<file path="src/rtl/handshake_tx_pkg.sv">
// Shared types and defaults for the four-phase handshake transmitter.
package handshake_tx_pkg;

  typedef enum logic [1:0] {
    IDLE = 2'd0,
    REQ  = 2'd1,
    REL  = 2'd2
  } state_t;

  localparam int unsigned DEF_WIDTH       = 8;
  localparam int unsigned DEF_SYNC_STAGES = 3;
  localparam int unsigned DEF_TIMEOUT     = 255;
  // Wide enough for the largest TIMEOUT (65535)
  localparam int unsigned CNT_W           = 16;

endpackage

</file>
<file path="src/rtl/handshake_tx_if.sv">
// Local request/payload/status bundle plus the far-end ack level.
interface handshake_tx_if
  import handshake_tx_pkg::*;
#(
  parameter int unsigned WIDTH = DEF_WIDTH
) ();

  logic             send;
  logic [WIDTH-1:0] data_in;
  logic             ack_nsyn;
  logic             req;
  logic [WIDTH-1:0] data_out;
  logic             busy;
  logic             done;
  logic             drop;
  logic             err;

  modport master (
    input  send, data_in, ack_nsyn,
    output req, data_out, busy, done, drop, err
  );

  modport slave (
    output send, data_in, ack_nsyn,
    input  req, data_out, busy, done, drop, err
  );

endinterface

</file>
<file path="src/rtl/sync_nstage.sv">
// N-flop level synchronizer; q follows d after STAGES rising edges.
module sync_nstage #(
  parameter int unsigned STAGES = 2
) (
  input  logic clk,
  input  logic rst,
  input  logic d,
  output logic q
);

  logic [STAGES-1:0] sr;

  always_ff @(posedge clk) begin
    if (rst) sr <= '0;
    else     sr <= {sr[STAGES-2:0], d};
  end

  assign q = sr[STAGES-1];

endmodule

</file>
<file path="src/rtl/handshake_tx.sv">
// Four-phase request/ack transmitter with payload hold, busy-drop and timeout abort.
module handshake_tx
  import handshake_tx_pkg::*;
#(
  parameter int unsigned WIDTH       = DEF_WIDTH,
  parameter int unsigned SYNC_STAGES = DEF_SYNC_STAGES,
  parameter int unsigned TIMEOUT     = DEF_TIMEOUT
) (
  input logic            clk,
  input logic            rst,
  handshake_tx_if.master bus
);

  // Abort fires on the edge that completes TIMEOUT cycles spent in REQ
  localparam logic [CNT_W-1:0] CNT_LAST = CNT_W'(TIMEOUT - 1);

  logic ack_syn;

  state_t           state, state_nxt;
  logic [CNT_W-1:0] cnt, cnt_nxt;
  logic             abort_q, abort_nxt;
  logic             req_q, req_nxt;
  logic [WIDTH-1:0] data_q, data_nxt;
  logic             busy_q, busy_nxt;
  logic             done_q, done_nxt;
  logic             drop_q, drop_nxt;
  logic             err_q, err_nxt;

  sync_nstage #(.STAGES(SYNC_STAGES)) u_ack_sync (
    .clk (clk),
    .rst (rst),
    .d   (bus.ack_nsyn),
    .q   (ack_syn)
  );

  always_ff @(posedge clk) begin
    if (rst) begin
      state   <= IDLE;
      cnt     <= '0;
      abort_q <= 1'b0;
      req_q   <= 1'b0;
      data_q  <= '0;
      busy_q  <= 1'b0;
      done_q  <= 1'b0;
      drop_q  <= 1'b0;
      err_q   <= 1'b0;
    end else begin
      state   <= state_nxt;
      cnt     <= cnt_nxt;
      abort_q <= abort_nxt;
      req_q   <= req_nxt;
      data_q  <= data_nxt;
      busy_q  <= busy_nxt;
      done_q  <= done_nxt;
      drop_q  <= drop_nxt;
      err_q   <= err_nxt;
    end
  end

  always_comb begin
    state_nxt = state;
    cnt_nxt   = cnt;
    abort_nxt = abort_q;
    req_nxt   = req_q;
    data_nxt  = data_q;
    done_nxt  = 1'b0;
    drop_nxt  = 1'b0;
    err_nxt   = 1'b0;

    unique case (state)
      IDLE: begin
        if (bus.send) begin
          state_nxt = REQ;
          req_nxt   = 1'b1;
          data_nxt  = bus.data_in;
          cnt_nxt   = '0;
          abort_nxt = 1'b0;
        end
      end
      REQ: begin
        drop_nxt = bus.send;
        if (ack_syn) begin
          state_nxt = REL;
          req_nxt   = 1'b0;
        end else if (cnt >= CNT_LAST) begin
          state_nxt = REL;
          req_nxt   = 1'b0;
          err_nxt   = 1'b1;
          abort_nxt = 1'b1;
        end else begin
          cnt_nxt = cnt + CNT_W'(1);
        end
      end
      REL: begin
        drop_nxt = bus.send;
        // An aborted transfer still waits out the ack release, but silently
        if (!ack_syn) begin
          state_nxt = IDLE;
          done_nxt  = ~abort_q;
        end
      end
      default: begin
        state_nxt = IDLE;
        req_nxt   = 1'b0;
      end
    endcase

    busy_nxt = (state_nxt != IDLE);
  end

  assign bus.req      = req_q;
  assign bus.data_out = data_q;
  assign bus.busy     = busy_q;
  assign bus.done     = done_q;
  assign bus.drop     = drop_q;
  assign bus.err      = err_q;

endmodule

</file>
<file path="src/flat_wrapper.sv">
// flat-port wrapper written by rule: the top's interface ports become plain ports
module handshake_tx_flat import handshake_tx_pkg::*;
#(
  parameter int unsigned WIDTH       = DEF_WIDTH,
  parameter int unsigned SYNC_STAGES = DEF_SYNC_STAGES,
  parameter int unsigned TIMEOUT     = DEF_TIMEOUT
)
  (clk, rst, bus_send, bus_data_in, bus_ack_nsyn, bus_req, bus_data_out, bus_busy, bus_done, bus_drop, bus_err);
  handshake_tx_if #(.WIDTH(WIDTH)) bus_i ();
  input logic clk;
  input logic rst;
  input wire logic [$bits(bus_i.send)-1:0] bus_send;
  input wire logic [$bits(bus_i.data_in)-1:0] bus_data_in;
  input wire logic [$bits(bus_i.ack_nsyn)-1:0] bus_ack_nsyn;
  output wire logic [$bits(bus_i.req)-1:0] bus_req;
  output wire logic [$bits(bus_i.data_out)-1:0] bus_data_out;
  output wire logic [$bits(bus_i.busy)-1:0] bus_busy;
  output wire logic [$bits(bus_i.done)-1:0] bus_done;
  output wire logic [$bits(bus_i.drop)-1:0] bus_drop;
  output wire logic [$bits(bus_i.err)-1:0] bus_err;
  assign bus_i.send = bus_send;
  assign bus_i.data_in = bus_data_in;
  assign bus_i.ack_nsyn = bus_ack_nsyn;
  assign bus_req = bus_i.req;
  assign bus_data_out = bus_i.data_out;
  assign bus_busy = bus_i.busy;
  assign bus_done = bus_i.done;
  assign bus_drop = bus_i.drop;
  assign bus_err = bus_i.err;
  handshake_tx #(.WIDTH(WIDTH), .SYNC_STAGES(SYNC_STAGES), .TIMEOUT(TIMEOUT)) u_core (.clk(clk), .rst(rst), .bus(bus_i));
endmodule
</file>
<file path="config.mk">
export PLATFORM = sky130hd
export DESIGN_NAME = handshake_tx_flat
export DESIGN_NICKNAME = d
export VERILOG_FILES = /design/src/rtl/handshake_tx_pkg.sv /design/src/rtl/handshake_tx_if.sv /design/src/rtl/sync_nstage.sv /design/src/rtl/handshake_tx.sv /design/src/flat_wrapper.sv
export SDC_FILE = /design/constraint.sdc
export NUM_CORES = 1
export LEC_CHECK = 0
export BUFFER_PORTS_ARGS = -buffer_cell sky130_fd_sc_hd__buf_2
export CAP_MARGIN = 10
export CORE_MARGIN = 2
export CORE_UTILIZATION = 49
export DETAILED_ROUTE_END_ITERATION = 10
export HOLD_SLACK_MARGIN = 0.06
export PLACE_DENSITY = 0.77
export SYNTH_ARGS = -nofsm -noshare
export SYNTH_HDL_FRONTEND = slang
export SYNTH_SLANG_ARGS = --single-unit
</file>
<file path="constraint.sdc">
create_clock -name clk -period 1.9 [get_ports clk]
set_input_delay 0 -clock clk [delete_from_list [all_inputs] [get_ports clk]]
set_output_delay 0 -clock clk [all_outputs]
set_load 0.1 [all_outputs]
</file>
==> impl_metrics.env <==
export IMPL_end_kind="flop"
export IMPL_syn_area_sq_mm=0.00145
export IMPL_fmax_ghz=0.519
export IMPL_htreeDepth=2
export IMPL_antenna_found_initial=0
export IMPL_seq_area_sq_um=703
export IMPL_post_route_period_util_pct=101
export IMPL_synth_edf_count=0
export IMPL_synth_seq_cells=35
export IMPL_whs_ps=435
export IMPL_netlist_top_cell_by_area="dfxtp_1"
export IMPL_slew_headroom_pct=67.7
export IMPL_power_total_mw=1.67
export IMPL_worst_path_max_delay_cell="or4_4"
export IMPL_worst_slack_ps=-26.7
export IMPL_ys_seq_area_share_pct=48.4
export IMPL_maxCapViolations=0
export IMPL_power_leakage_nw=0.814
export IMPL_drt_iter0_drc=87
export IMPL_multi_input_area_sq_um=743
export IMPL_netlist_top_cells_area="dfxtp_1 48%, nand2_1 6.5%, a21oi_1 5.2%"
export IMPL_async_flop_share_pct=0
export IMPL_required_ps=2180
export IMPL_tightest_slew_ps=488
export IMPL_initial_core_util_pct=52.0
export IMPL_avgRoutedWirePerCell_microns=14.5
export IMPL_fp_dieW_microns=58.3
export IMPL_synth_most_common_cell="dfxtp_1"
export IMPL_dp_hpwl_mm=2.26
export IMPL_switchingPower_mw=0.504
export IMPL_rsz0062_at_grt="true"
export IMPL_violations="setup timing"
export IMPL_synth_distinct_cells=38
export IMPL_clk_latency_ps=340
export IMPL_worstPathMaxFanout=6
export IMPL_cts_tree="built"
export IMPL_drv_slew=0
export IMPL_wirelength_mm=3.43
export IMPL_worstPathCellList="or4_4 > nor2_4 > nand3_2 > a2111oi_0 > o21a_1"
export IMPL_hold_class="reg -> reg"
export IMPL_p_per_area_mw_per_mm2=865
export IMPL_crit_type="reg -> reg"
export IMPL_firstDrtPassIters=4
export IMPL_grt_first_pass_wirelength_mm=5.50
export IMPL_track_usage_pct=21.3
export IMPL_clkPwrFrac_pct=33.6
export IMPL_syn_to_final_growth_pct=33.3
export IMPL_cts_buffer_depth=2
export IMPL_die_area_sq_mm=0.00340
export IMPL_synth_top_cell_area_share_pct=48.4
export IMPL_overflow=0
export IMPL_drcViolationCount=0
export IMPL_viasPerCell=5.65
export IMPL_irDropWorstVdd_uv=867
export IMPL_syn_area_per_cell_sq_um=9.27
export IMPL_yosysWarnings=0
export IMPL_finalSetupViolations=3
export IMPL_sequentialPowerShare_pct=46.5
export IMPL_cts_root_buf="clkbuf_4"
export IMPL_outcome="finished with violations"
export IMPL_worst_setup_path_start_kind="flop"
export IMPL_fin_area_sq_mm=0.00193
export IMPL_post_dp_cell_area_sq_mm=0.00165
export IMPL_post_route_util_pct=69.3
export IMPL_antenna_diode_count=0
export IMPL_pin_count=25
export IMPL_syn_num_nets=174
export IMPL_p_int_mw=1.16
export IMPL_hold_viol_final=0
export IMPL_clk_pin_slew_ps=110
export IMPL_num_fill_cells=208
export IMPL_synthTopCellsByCount="35 x dfxtp_1, 25 x nand2_1, 15 x a21oi_1, 8 x and2_1, 7 x inv_1"
export IMPL_globalplace_congestion=0.828
export IMPL_ys_flop_type="dfxtp_1"
export IMPL_worstPathArrival_ps=2210
export IMPL_fin_nets=223
export IMPL_core_rowCount=19
export IMPL_port_buffers=24
export IMPL_synthCells=156
export IMPL_fp_coreArea_sq_mm=0.00278
export IMPL_die_y_microns=58.3
export IMPL_netSwitchingFraction_pct=30.2
export IMPL_grt_max_degree=22
export IMPL_numCtsBuffers=5
export IMPL_drive_above_1_share_pct=29.6
export IMPL_finClkSkew_ps=13.7
export IMPL_vias=1338
export IMPL_cts_sinks=35
export IMPL_grt_pass1_vias=1286
export IMPL_p_comb_share_pct=19.9
export IMPL_crit_path_max_incr_delay_ps=540
export IMPL_ant_nets=0
export IMPL_layout_min_cycle_time_ps=1930
[what timing repair did]
item,CTS,global route
endpoints found under the setup margin,4,11
buffers inserted,0,2
hold buffers,12,0
gates resized for setup,2,8
pin swaps,0,3
endpoints found under the hold margin,12,0
[worst max-delay path: cells and delay by family, from the launching register on]
kind | cells | cell delay (ps)
flip-flops | 1 | 320
AO/OA/AOI/OAI | 2 | 650
AND/OR/NAND/NOR | 3 | 910
[logic make-up (layout without fill, tap and decap cells)]
logic type	count (synthesis)	in the layout	synth area share, %
DFF	35	35	48.4
adders and majority gates	6	6	5.19
buffers and inverters	13	63	3.72
and+or+nand+nor	64	64	24.0
muxes	2	2	1.38
AOI/OAI and AO/OA	36	36	17.2
[flip-flops by register name (all words and copies together), names as in the netlist]
signal / cells
u_core.cnt: 16
u_core.bus.data_out: 8
u_core.u_ack_sync.sr: 3
u_core.state: 2
u_core.abort_q: 1
u_core.bus.busy: 1
u_core.bus.done: 1
u_core.bus.drop: 1
u_core.bus.err: 1
u_core.bus.req: 1
[metal layers]
metal  wire length [microns]  part of all wire, %  up-vias  GRT usage (%)
met5                       0                    0        -              0
met4                      39                  1.1        0           9.97
met3                     119                  3.5        5           6.15
met2                    1800                   53       27           36.4
met1                    1470                   43      656           24.3
li1                        -                    -      650              -
[placed cells by master (no fill, tap or decap), drive strengths merged]
cell type / count
buf: 36
dfxtp: 35
nand2: 25
a21oi: 15
dlygate4sd3: 12
and2: 9
inv: 7
ha: 6
clkbuf: 6
nand3: 6
nor2: 5
nor2b: 4
a31oi: 4
or4: 4
a2111oi: 4
o21ai: 3
or3: 3
o21a: 2
nand2b: 2
mux2i: 2
nand4: 2
o2111ai: 2
o211ai: 1
a41oi: 1
nor4b: 1
o31ai: 1
a21o: 1
and3: 1
o22ai: 1
a311oi: 1
or2: 1
nor4: 1
clkinv: 1
bufinv: 1
[per-stage QoR]
| stage | cells | worst slack [ps] | TNS [ps] |
|---|---|---|---|
| 2_1_floorplan | 156 | 63.6 | 0 |
| 3_3_place_gp | 215 | 70.0 | 0 |
| 3_5_place_dp | 215 | -4.06 | -5.33 |
| 4_1_cts | 235 | -23.0 | -28.9 |
| 5_1_grt | 237 | -114 | -426 |
| 6_report | 237 | -26.7 | -55.5 |
[power groups by stage]
stage	sequential, mW	clock [mW]	combinational [mW]
after global routing	0.779	0.602	0.352
after detailed placement	0.791	0	0.298
after CTS	0.774	0.565	0.318
after floorplan	0.919	0	0.0964
final	0.776	0.561	0.332
after global placement	0.789	0	0.292
[worst paths after layout]
check                                             start                      end  slack (ps)  depth (start not counted)
worst max register to register           u_core.cnt[10]            u_core.cnt[7]         -30                          5
worst max-delay path                     u_core.cnt[10]            u_core.cnt[7]         -30                          5
worst min register to register  u_core.u_ack_sync.sr[1]  u_core.u_ack_sync.sr[2]         440                          1
worst min-delay path            u_core.u_ack_sync.sr[1]  u_core.u_ack_sync.sr[2]         440                          1
[layout make-up]
class                      count  share of cell area [%]
timing repair buffer          48                    17.1
sequential                    35                    36.5
clock buffer                   6                    2.66
inverter                       7                    1.36
tap                           31                    2.01
multi-input combinational    108                    38.5
clock inverter                 2                    1.82
No activity file was read; power rests on OpenSTA's default activity.
